### src/rtl/strip_pingpong_sched.sv
// Ping-pong strip buffer scheduler: tracks buffer fill state, issues one DDR write
// command per full strip and sequences the beat reads that drain it.
module strip_pingpong_sched #(
    parameter int unsigned       BEATS_PER_STRIP = 960,
    parameter int unsigned       BEAT_BYTES      = 64,
    parameter int unsigned       FRAME_STRIPS    = 45,
    parameter int unsigned       ADDR_W          = 32,
    parameter logic [ADDR_W-1:0] BASE_ADDR       = '0
) (
    input  logic              clk_266,
    input  logic              rst_266,
    input  logic              wr_done,
    output logic              wr_sel,
    output logic              wr_stall,
    output logic              cmd_valid,
    input  logic              cmd_ready,
    output logic [ADDR_W-1:0] cmd_addr,
    output logic [15:0]       cmd_len,
    input  logic              beat_ready,
    output logic              rd_en,
    output logic              rd_buf,
    output logic [9:0]        rd_beat,
    output logic              rd_last,
    output logic              strip_done,
    output logic              frame_done,
    output logic              overflow
);

    localparam int unsigned       IDX_W       = (FRAME_STRIPS > 1) ? $clog2(FRAME_STRIPS) : 1;
    localparam logic [9:0]        LAST_BEAT   = 10'(BEATS_PER_STRIP - 1);
    localparam logic [IDX_W-1:0]  LAST_STRIP  = IDX_W'(FRAME_STRIPS - 1);
    localparam logic [ADDR_W-1:0] STRIP_BYTES = ADDR_W'(BEATS_PER_STRIP * BEAT_BYTES);

    typedef enum logic [1:0] {IDLE, CMD, DATA, DONE} state_t;

    state_t           state;
    logic [1:0]       full;
    logic [1:0]       full_next;
    logic [IDX_W-1:0] strip_idx;

    assign wr_stall = full[wr_sel];
    assign cmd_len  = 16'(BEATS_PER_STRIP);

    always_comb begin
        rd_en   = (state == DATA) && beat_ready;
        rd_last = rd_en && (rd_beat == LAST_BEAT);
    end

    // A set is qualified by the pre-clear full bit, so a fill landing on the buffer
    // being freed this cycle is still an overflow.
    always_comb begin
        full_next = full;
        if (state == DONE)
            full_next[rd_buf] = 1'b0;
        if (wr_done && !full[wr_sel])
            full_next[wr_sel] = 1'b1;
    end

    always_ff @(posedge clk_266 or negedge rst_266) begin
        if (!rst_266) begin
            state      <= IDLE;
            full       <= '0;
            wr_sel     <= 1'b0;
            rd_buf     <= 1'b0;
            cmd_valid  <= 1'b0;
            cmd_addr   <= BASE_ADDR;
            rd_beat    <= '0;
            strip_done <= 1'b0;
            frame_done <= 1'b0;
            overflow   <= 1'b0;
            strip_idx  <= '0;
        end else begin
            strip_done <= 1'b0;
            frame_done <= 1'b0;
            full       <= full_next;
            if (wr_done) begin
                if (full[wr_sel])
                    overflow <= 1'b1;
                else
                    wr_sel <= ~wr_sel;
            end

            case (state)
                IDLE: begin
                    if (full[rd_buf]) begin
                        state     <= CMD;
                        cmd_valid <= 1'b1;
                    end
                end
                CMD: begin
                    if (cmd_valid && cmd_ready) begin
                        state     <= DATA;
                        cmd_valid <= 1'b0;
                        rd_beat   <= '0;
                    end
                end
                DATA: begin
                    if (rd_en) begin
                        if (rd_last) begin
                            rd_beat    <= '0;
                            state      <= DONE;
                            strip_done <= 1'b1;
                            frame_done <= (strip_idx == LAST_STRIP);
                        end else begin
                            rd_beat <= rd_beat + 1'b1;
                        end
                    end
                end
                DONE: begin
                    rd_buf <= ~rd_buf;
                    state  <= IDLE;
                    if (strip_idx == LAST_STRIP) begin
                        strip_idx <= '0;
                        cmd_addr  <= BASE_ADDR;
                    end else begin
                        strip_idx <= strip_idx + 1'b1;
                        cmd_addr  <= cmd_addr + STRIP_BYTES;
                    end
                end
                default: state <= IDLE;
            endcase
        end
    end

endmodule

### config.mk
export PLATFORM = sky130hd
export DESIGN_NAME = strip_pingpong_sched
export DESIGN_NICKNAME = d
export VERILOG_FILES = /design/src/rtl/strip_pingpong_sched.sv
export SDC_FILE = /design/constraint.sdc
export NUM_CORES = 1
export LEC_CHECK = 0
export ABC_CLOCK_PERIOD_IN_PS = 2300
export CAP_MARGIN = 30
export CORE_AREA = 2 2 78 80
export CTS_BUF_LIST = sky130_fd_sc_hd__clkbuf_8 sky130_fd_sc_hd__clkbuf_16
export CTS_CLUSTER_DIAMETER = 30
export DETAILED_ROUTE_END_ITERATION = 16
export DIE_AREA = 0 0 80 82
export GPL_ROUTABILITY_DRIVEN = 0
export GPL_TIMING_DRIVEN = 0
export PLACE_DENSITY = 0.84
export SYNTH_ARGS = -nofsm -noshare
export SYNTH_HDL_FRONTEND = slang
export SYNTH_SLANG_ARGS = --single-unit
export TNS_END_PERCENT = 5
### constraint.sdc
create_clock -name clk_266 -period 2.3 [get_ports clk_266]
set_input_delay 0.23 -clock clk_266 [delete_from_list [all_inputs] [get_ports clk_266]]
set_output_delay 0.23 -clock clk_266 [all_outputs]
set_load 0.01 [all_outputs]
==> results.md, run 1 <==
Outcome:
- The flow ran to the end, and the final reports show no timing, DRC or antenna violations.

Cells and area:
- The sequential cells in the finished layout cover a total of 0.001151 mm^2.
- Cells with a size suffix above 1 make up 17.09% of the layout.
- From synthesis to final layout, the design area changed by 31.40%.
- After routing the design area is 0.003456 mm^2.
- The area taken by multi-input logic gates is 0.001354 mm^2.
- The net count of the finished layout is 369.
- The number of filler cells placed in the layout is 503.
- The number of antenna diodes in the final layout is 0.

Logic synthesis:
- In this run the mean area of a mapped cell was 9.529 um^2.
- The number of distinct library cell variants in the gate-level netlist after synthesis is 55.
- The post-synthesis async set-or-reset flop share is 100.0%.
- The post-synthesis instance area is 0.002630 mm^2.
- The flip-flop and latch count after synthesis is 46.
- The portion of the post-synthesis area used by sequential elements is 43.77%.
- Counting instances in the post-synthesis netlist gives the leading cell types as sky130_fd_sc_hd__dfrtp_1, sky130_fd_sc_hd__buf_4, sky130_fd_sc_hd__nand2_1.
- The most used flip-flop cell after synthesis is sky130_fd_sc_hd__dfrtp_1.
- The number of enable-type register cells in the synthesized netlist is 0.
- The count of synthesis-stage warnings from yosys is 0.
- The number of standard cells after synthesis is 276.
- The cell type contributing the most total cell area after synthesis is sky130_fd_sc_hd__dfrtp_1.
- Among all cell types in the netlist, the one instantiated most often is sky130_fd_sc_hd__dfrtp_1.
- By area the synthesized netlist is led by sky130_fd_sc_hd__dfrtp_1, sky130_fd_sc_hd__buf_4, sky130_fd_sc_hd__ha_1.
- Summed over its instances, the top area cell type makes up 43.77% of the synthesized netlist area.

Clock network:
- The H-tree depth is 2.
- The clock transition at the registers of the reported paths is 0.08 ns.
- TritonCTS built the clock tree.
- The tree is rooted in a sky130_fd_sc_hd__clkbuf_8.
- The number of sinks handled by clock tree synthesis is 46.
- The clock buffer count from CTS is 5.
- The latest clock arrival within the worst-skew pair is 0.30 ns.
- The number of buffers on the longest clock path is 2.

Power:
- The total power divided by cell area is 922.2 mW/mm^2.
- The worst-case IR drop observed on VDD is 0.7625 mV.
- The static leakage power is 1.532 nW.

GRT:
- The overall track demand over capacity in global routing is 17.90%.
- Global routing finished with a remaining overflow of 0.
- The initial antenna violation count is 0.
- Entering global routing, the biggest net connects 37 pins.
- The wire length of the first global-routing pass is 9190 um.
- The via count of the first global-routing pass is 2030.

Floorplanning:
- The chip height is 82 um.
- The area of the die is 0.006560 mm^2.
- Measured along the x axis, the die boundary spans 80 um.
- The floorplan has 28 rows.
- For this configuration, the core starts out at a cell density of 45.78%.
- The top-level I/O count is 72.
- The region available for standard cell placement spans 0.005746 mm^2.

Critical path:
- The worst setup path is captured at a flop.
- The endpoint required time on the critical path is 2.51 ns.
- The worst setup path category is flop to flop.
- The critical path goes through ha_1 -> clkbuf_1 -> o21ai_2 -> or4_2 -> o211ai_1.
- The startpoint type of the worst setup path is a flop.
- For the worst setup path, the data arrival time is 2.35 ns.
- The endpoint identified for the worst register-to-register timing path is cmd_addr[21].
- The worst register-to-register path has a depth of 5.
- The delay of the slowest critical-path stage is 0.68 ns.
- The launch instance of the worst register-to-register path is state[1].
- In this run the worst setup path begins at state[1].
- Setup slack on the worst reg-to-reg path comes out at 0.16 ns.
- In this run the worst path has a maximum fanout of 10.
- In this run the worst setup path terminates at cmd_addr[21].
- On the critical path, the stage with the largest delay is an instance of sky130_fd_sc_hd__or4_2.

Drt:
- The count of vias placed by the detailed router is 2253.
- The number of detailed-routing iterations run before antenna repair is 4.
- The remaining antenna violation count is 0.
- The number of violations reported at the end of detailed-routing iteration 0 is 130.
- Dividing the detail-routed wire length by the instance count gives 13.20 um.
- The count of unresolved DRC violations after routing is 0.
- The detailed-route vias per instance is 5.215.
- The final layout contains routed wiring with a total length of 5704 um.

Job:
- The total of max-cap violations is 0.

STA:
- For the pin with the worst max-slew slack, the measured transition is 0.6066 ns.
- Setup violations remaining at the end of the flow were counted as 0.
- The final period demand of the worst path is 2.136 ns.
- Clock skew on the completed layout was measured at 0.004979 ns.
- The final count of pins violating max slew was 0.
- The worst-case headroom to the max-slew limit is 59.12%.
- Once routing completed, OpenROAD measured the worst setup slack at 0.1637 ns.
- The ratio of final minimum period to clock period is 92.88%.
- Based on the critical path, the design can be clocked at up to 468.1 MHz.
- The hold violation count in the final report is 0.
- Setup repair after global routing left no endpoint under its margin.

Placed design:
- The count of buffers from port buffering is 43.
- OpenSTA, run right after detailed placement, puts the worst setup slack at 0.07140 ns.
- The post-DP HPWL is 4192 um.
- The total placed instance area is 0.003267 mm^2.

Worst hold path:
- In this run the worst hold path is classified as input port to async pin.
timing repair:
item | in CTS | in global routing
hold endpoints to repair | 10 | 0
hold buffers | 1 | 0
endpoints found under the setup margin | 1 | 6
resized for setup | 6 | 6
pin swaps | 0 | 0
setup buffers | 2 | 0
per-layer routing:
layer	vias to the layer above	global-route usage, %	part of all wire, %
met4	0	6.441	0.67
met1	1071	21.64	43
met3	4	4.176	4.8
met5	-	0	0
li1	1106	-	-
met2	72	31.25	51
layout by cell type (no fill, tap or decap), types with 5 or more instances in the layout:
cell and instances:
sky130_fd_sc_hd__clkdlybuf4s50_1 41, sky130_fd_sc_hd__or4_1 5, sky130_fd_sc_hd__inv_1 11, sky130_fd_sc_hd__dfrtp_1 46, sky130_fd_sc_hd__ha_1 6, sky130_fd_sc_hd__conb_1 28
sky130_fd_sc_hd__a21oi_1 13, sky130_fd_sc_hd__a21o_1 6, sky130_fd_sc_hd__nand3_1 12, sky130_fd_sc_hd__nor3_1 5, sky130_fd_sc_hd__nand2b_1 5, sky130_fd_sc_hd__nor2_1 11
sky130_fd_sc_hd__clkbuf_8 8, sky130_fd_sc_hd__o21ai_0 17, sky130_fd_sc_hd__nand4_1 5, sky130_fd_sc_hd__nand2_1 21, sky130_fd_sc_hd__buf_4 30
stage by stage:
step	setup TNS [ns]	cells	utilization [%]	power [mW]	hold slack (ns)
after floorplan	0	302	-	2.058	-0.06559
after global placement	-11.90	420	56.60	2.510	0.4424
after detailed placement	0	421	56.86	2.572	0.1265
after CTS	0	432	59.78	3.185	0.3308
after global routing	0	432	60.15	3.427	0.3450
final	0	432	60.15	3.187	0.3318
how the worst min path moves through the flow:
stage,start,endpoint
after floorplan,rst_266,cmd_addr[12]
after global placement,overflow,overflow
after detailed placement,rst_266,overflow
after CTS,rst_266,rd_beat[2]
after global routing,rst_266,rd_beat[2]
final,rst_266,overflow
cell families after synthesis:
kind of cell	count (synthesis)	synth area share, %
xor+xnor	6	1.998
compound gates	66	16.84
mux	5	1.998
simple gates	98	20.88
buf+inv	45	10.42
other cells	2	0.2855
fa+ha+maj	8	3.806
flops	46	43.77
sequential cells by signal, summed over array words and instances, names as in the netlist:
register / cells
cmd_addr: 20
cmd_valid: 1
frame_done: 1
full: 2
overflow: 1
rd_beat: 10
rd_buf: 1
state: 2
strip_done: 1
strip_idx: 6
wr_sel: 1
worst max-delay path: cells and delay by family (launching register included):
kind / cells / cell delay, ns
AOI/OAI and AO/OA: 2 / 0.35
adders and majority gates: 1 / 0.20
DFF: 1 / 0.43
and+or+nand+nor: 1 / 0.68
buffers and inverters: 1 / 0.38
report_power, final:
part           internal, mW  switching (mW)  total [mW]
clock network         0.304           0.271       0.575
logic                 0.674           0.706        1.38
registers              1.00           0.229        1.23
layout make-up:
cell class,count,area share (%)
plain buffers,33,6.626
inverters,12,1.303
well taps,75,2.715
flip-flops and latches,46,33.31
multi-input cells,211,39.17
repair buffers,47,13.69
clock buffers,8,3.186
Note: power is estimated with default switching activity, not from simulation.
==> run 2: changes to the inputs <==
Settings changed: HOLD_SLACK_MARGIN set to 0.06.
==> results of run 2 <==
Final layout, timing and power as in run 1 (identical DEF).
